File: src/rtl/cacheline_adaptor_pkg.sv
// Shared constants and types for the L2-line to 64-bit burst adaptor.
// Beat count and counter width are derived from the line/beat widths so
// the datapath scales if either width changes.
package cacheline_adaptor_pkg;

   localparam int S_LINE   = 256;                 // cache line width
   localparam int S_BURST  = 64;                  // memory beat width
   localparam int S_OFFSET = 5;                   // line offset bits
   localparam int BEATS    = S_LINE / S_BURST;    // beats per line
   localparam int CNT_W    = $clog2(BEATS);       // beat counter width

   localparam logic [CNT_W-1:0] LAST_BEAT = CNT_W'(BEATS - 1);

   typedef enum logic [1:0] {
      IDLE  = 2'd0,
      READ  = 2'd1,
      WRITE = 2'd2,
      DONE  = 2'd3
   } state_t;

   // Clear the offset bits so the burst always starts on a line boundary.
   function automatic logic [31:0] line_align(input logic [31:0] addr);
      return {addr[31:S_OFFSET], {S_OFFSET{1'b0}}};
   endfunction

endpackage

File: src/rtl/cacheline_adaptor.sv
// Converts one 256-bit L2 line read/write into a 4-beat 64-bit burst and
// returns a single-cycle line response. Beat 0 (line bits [63:0]) goes first.
// Minimum latency: request sampled at edge 0, burst in cycles 1-4, resp in 5.
module cacheline_adaptor
   import cacheline_adaptor_pkg::*;
(
   input  logic                clk,
   input  logic                rst,
   input  logic [31:0]         line_address_i,
   input  logic                line_read_i,
   input  logic                line_write_i,
   input  logic [S_LINE-1:0]   line_wdata_i,
   output logic [S_LINE-1:0]   line_rdata_o,
   output logic                line_resp_o,
   output logic [31:0]         burst_address_o,
   output logic                burst_read_o,
   output logic                burst_write_o,
   output logic [S_BURST-1:0]  burst_wdata_o,
   input  logic [S_BURST-1:0]  burst_rdata_i,
   input  logic                burst_resp_i
);

   state_t              state;
   state_t              state_next;
   logic [CNT_W-1:0]    cnt;
   logic [31:0]         addr_q;
   logic [S_LINE-1:0]   wline_q;
   logic [S_LINE-1:0]   rbuf_q;
   logic [S_LINE-1:0]   rbuf_next;
   logic [S_LINE-1:0]   rline_q;
   logic                latch_req;
   logic                latch_wr;
   logic                beat_adv;
   logic                rd_beat;
   logic                last_beat;

   assign last_beat    = (cnt == LAST_BEAT);
   assign line_rdata_o = rline_q;

   // State register; reset abandons any burst in flight.
   always_ff @(posedge clk) begin
      if (rst) begin
         state <= IDLE;
      end else begin
         state <= state_next;
      end
   end

   // Next-state decode and all burst/line outputs from the current state.
   always_comb begin
      state_next      = state;
      latch_req       = 1'b0;
      latch_wr        = 1'b0;
      beat_adv        = 1'b0;
      rd_beat         = 1'b0;
      burst_read_o    = 1'b0;
      burst_write_o   = 1'b0;
      burst_address_o = '0;
      burst_wdata_o   = '0;
      line_resp_o     = 1'b0;
      case (state)
         IDLE: begin
            // Read wins when both requests arrive together.
            if (line_read_i) begin
               latch_req  = 1'b1;
               state_next = READ;
            end else if (line_write_i) begin
               latch_req  = 1'b1;
               latch_wr   = 1'b1;
               state_next = WRITE;
            end
         end
         READ: begin
            burst_read_o    = 1'b1;
            burst_address_o = addr_q;
            beat_adv        = burst_resp_i;
            rd_beat         = burst_resp_i;
            if (burst_resp_i && last_beat) begin
               state_next = DONE;
            end
         end
         WRITE: begin
            burst_write_o   = 1'b1;
            burst_address_o = addr_q;
            burst_wdata_o   = wline_q[int'(cnt)*S_BURST +: S_BURST];
            beat_adv        = burst_resp_i;
            if (burst_resp_i && last_beat) begin
               state_next = DONE;
            end
         end
         DONE: begin
            // Requests are deliberately not looked at here: the L2 still
            // holds its old request during this cycle.
            line_resp_o = 1'b1;
            state_next  = IDLE;
         end
         default: begin
            state_next = IDLE;
         end
      endcase
   end

   // Read assembly: current line buffer with the incoming beat dropped into its slot.
   always_comb begin
      rbuf_next = rbuf_q;
      rbuf_next[int'(cnt)*S_BURST +: S_BURST] = burst_rdata_i;
   end

   // Beat counter: cleared on request capture, wraps back to 0 after the last beat.
   always_ff @(posedge clk) begin
      if (rst) begin
         cnt <= '0;
      end else if (latch_req) begin
         cnt <= '0;
      end else if (beat_adv) begin
         cnt <= cnt + 1'b1;
      end
   end

   // Request capture: address (and write line) held for the whole burst.
   always_ff @(posedge clk) begin
      if (rst) begin
         addr_q  <= '0;
         wline_q <= '0;
      end else begin
         if (latch_req) begin
            addr_q <= line_align(line_address_i);
         end
         if (latch_wr) begin
            wline_q <= line_wdata_i;
         end
      end
   end

   // Read beats collect in a scratch buffer; the visible line only updates
   // when the final beat lands, so partial reads never leak to the L2.
   always_ff @(posedge clk) begin
      if (rst) begin
         rbuf_q  <= '0;
         rline_q <= '0;
      end else if (rd_beat) begin
         rbuf_q <= rbuf_next;
         if (last_beat) begin
            rline_q <= rbuf_next;
         end
      end
   end

   // Read and write bursts are mutually exclusive by construction.
   assert property (@(posedge clk) disable iff (rst) !(burst_read_o && burst_write_o));

endmodule

File: config.mk
export PLATFORM = sky130hd
export DESIGN_NAME = cacheline_adaptor
export DESIGN_NICKNAME = d
export VERILOG_FILES = /design/src/rtl/cacheline_adaptor_pkg.sv /design/src/rtl/cacheline_adaptor.sv
export SDC_FILE = /design/constraint.sdc
export NUM_CORES = 2
export LEC_CHECK = 0
export BUFFER_PORTS_ARGS = -buffer_cell sky130_fd_sc_hd__clkbuf_2
export CORE_MARGIN = 5
export CORE_UTILIZATION = 35
export CTS_CLUSTER_DIAMETER = 60
export DETAILED_ROUTE_END_ITERATION = 6
export PLACE_DENSITY = 0.58
export SLEW_MARGIN = 30
export SYNTH_ARGS = -nofsm -noshare
export SYNTH_HDL_FRONTEND = slang
export SYNTH_SLANG_ARGS = --single-unit
File: constraint.sdc
create_clock -name clk -period 7.02 [get_ports clk]
set_clock_uncertainty 0.1 [all_clocks]
set_input_delay 1.404 -clock clk [delete_from_list [all_inputs] [get_ports clk]]
set_output_delay 1.404 -clock clk [all_outputs]
set_load 0.005 [all_outputs]
==> flow_summary.toml <==
[cells_and_area]
fill_cells = 9205
fin_nets = 4534
areaGrowthSynthToFinish_pct = 22.0
fin_cells = 5442
drive_gt1_frac = 0.232

[cts]
cts-buffers-inserted = 95
cts_hold_buffers = 0
htreeDepth = 3
cts_sinks = 799
cts_root_buffer = "clkbuf_16"
cts_buffer_depth = 3
cts_resized = 0
clk_pin_slew_ns = 0.05
clock_latency_ns = 0.67
cts_tree = "done"
cts_setup_buffers = 0

[synthesis]
ys_ff_latch = 799
synthMuxAreaShare = 0.0451
synth_area_um2 = 32200
synth_cell_types = 41
netlist_instances = 3742
async_reset_ff_frac = 0
synth_xor_area_frac = 0.000272
ys_seq_area_frac = 0.497
synth_compound_area_frac = 0.215
synth_top_family_by_area = "compound AO/OA/AOI/OAI gates"
synthAdderAreaFrac = 0.00427
synth_common_cells = "dfxtp_1, nand2_1, a21oi_1, o21ai_0, nor2_1"
synth_simple_gate_area_frac = 0.173
synth.avg_cell_area_um2 = 8.61
synth_top_area_share = 0.497
synth_area_leaders = "dfxtp_1, nand2_1, a21oi_1"
synth_most_common_cell = "dfxtp_1"
synthFlopType = "dfxtp_1"
ys_warn_count = 0
synth_edf_count = 0
synth_area_leader_cell = "dfxtp_1"

[sta]
fmax_ghz = 0.210
fin_crit_ns = 4.76
setup_viol = 0
tightest_slew_ns = 1.07
slew_violations = 0
grt_setup_unrepaired = "false"
tns_ns = 0
hold_viol_final = 0
fin_crit_sh = 0.678
maxSlewHeadroom = 0.284

[grt]
grt_first_pass_wirelength_mm = 187
antenna_found_initial = 29
grt_start_max_net_pins = 215
grt_overflow = 0
grtUsageTotal = 0.244
grt_pass1_vias = 28400

[setup_path]
crit_required_ns = 5.52
critPathArrivalTime_ns = 3.25
critPathMaxFanout = 40
end_kind = "primary output"
critPathSlowestCell = "buf_4"
start_kind = "flip-flop"
crit_family = "buffers and inverters"
slowest_delay_ns = 0.79
crit_buf_inv = 2
path_class = "flip-flop to primary output"
worstPathCellList = "buf_4 > mux4_2 > and2_1 > clkbuf_2"

[die]
die-area_um2 = 98200
core_area_um2 = 91500
start_util = 0.352
ios = 712
die_h_um = 313
rows = 111
die_w_um = 313

[power_and_ir_drop]
leakage_uw = 0.0153
clockPowerShare = 0.422
p_switching_uw = 3550
p_per_area_nw_per_um2 = 302
ir_drop_uv = 186
switching_share = 0.299
intPower_uw = 8310
power.total_uw = 11900
combPwrFrac = 0.162
pwr-share-seq = 0.416

[detailed_routing]
num_vias = 30000
drc = 0
firstDrtPassIters = 5
maxUsedRoutingLayer = "met5"
vias_per_cell = 5.51
met3WireLength_mm = 11.8
wl_met1_mm = 52.0
dr_wl_met2_mm = 57.6
drt_wl_total_mm = 127
wl_per_cell_um = 23.3
detail_route.iter0.violations = 2859
drtAntennaViolNets = 0

[place]
gp_congestion = 0.912
dp_hpwl_mm = 81.6
io_buffer_count = 701
dp.cells = 5252

[run]
maxCapViolations = 0

[run_status]
status = "complete, no violations"

[hold_path]
min_path_type = "flip-flop to flip-flop"
-- cell type report --
class	count	area, um^2	area share
well taps	1186	1480	0.0378
diodes	16	40.0	0.00102
inverters	73	292	0.00742
flip-flops and latches	799	16000	0.407
multi-input cells	2453	14200	0.362
clock inverters	32	363	0.00924
clock buffers	139	2830	0.0720
repair buffers	744	4050	0.103
-- per-stage QoR --
stage / cell area [um^2] / setup WS [ns] / hold WS [ns] / utilization
floorplan: 32200 / 4.03 / 0.332 / -
global placement: 35800 / 2.77 / 0.339 / 0.391
detailed placement: 36000 / 2.74 / 0.344 / 0.393
CTS: 39200 / 2.13 / 0.351 / 0.428
global route: 39300 / 2.03 / 0.366 / 0.429
finish: 39300 / 2.26 / 0.348 / 0.429
-- worst min-delay path, delay by kind of cell, from the launching register on --
| kind | cells | cell delay (ns) |
|---|---|---|
| flip-flops | 1 | 0.30 |
| AND/OR/NAND/NOR | 1 | 0.05 |
| AO/OA/AOI/OAI | 1 | 0.05 |
-- metal layers --
layer / track usage / vias to the layer above
li1: - / 14100
met1: 0.314 / 14500
met2: 0.382 / 1111
met3: 0.0799 / 230
met4: 0.0977 / 22
met5: 0 / -
-- layout by cell type (no fill, tap or decap), types with 91 or more instances in the layout --
cell type    n
clkbuf_2   700
and2_1      91
nand2_1    632
a221oi_1   136
nor2_1     272
a21oi_1    395
a32oi_1    136
o21ai_0    308
dfxtp_1    797
clkbuf_16  100
-- path summary, 6_finish.rpt --
check                                start          endpoint  slack [ns]  depth (start not counted)
worst max-delay path                cnt[0]  burst_wdata_o[1]        2.26                          4
worst min-delay path            addr_q[13]        addr_q[13]        0.35                          2
worst max register to register      cnt[0]       rbuf_q[157]        2.98                          6
worst min register to register  addr_q[13]        addr_q[13]        0.35                          2
-- sequential cells by signal (all words and copies together) (netlist names) --
| register | count |
|---|---|
| addr_q | 27 |
| wline_q | 256 |
| rbuf_q | 256 |
| line_rdata_o | 256 |
| cnt | 2 |
| state | 2 |
-- kinds of logic (layout without fill, tap and decap cells) --
kind of cell             Yosys count  after routing
AO/OA/AOI/OAI                   1115           1115
XOR/XNOR                           1              1
adder cells (fa/ha/maj)           11             11
buffers and inverters            494            988
flip-flops                       799            799
other                              1             21
AND/OR/NAND/NOR                 1256           1256
multiplexers                      65             65
-- power by group through the flow --
stage	Sequential [uW]	Combinational, uW	Clock (uW)
6_report	4930	1920	5010
5_1_grt	4950	2100	5300
4_1_cts	4920	1920	5100
3_5_place_dp	5020	1910	0
3_3_place_gp	5010	1870	0
2_1_floorplan	4950	1290	0
(Power assumes the default switching activity.)
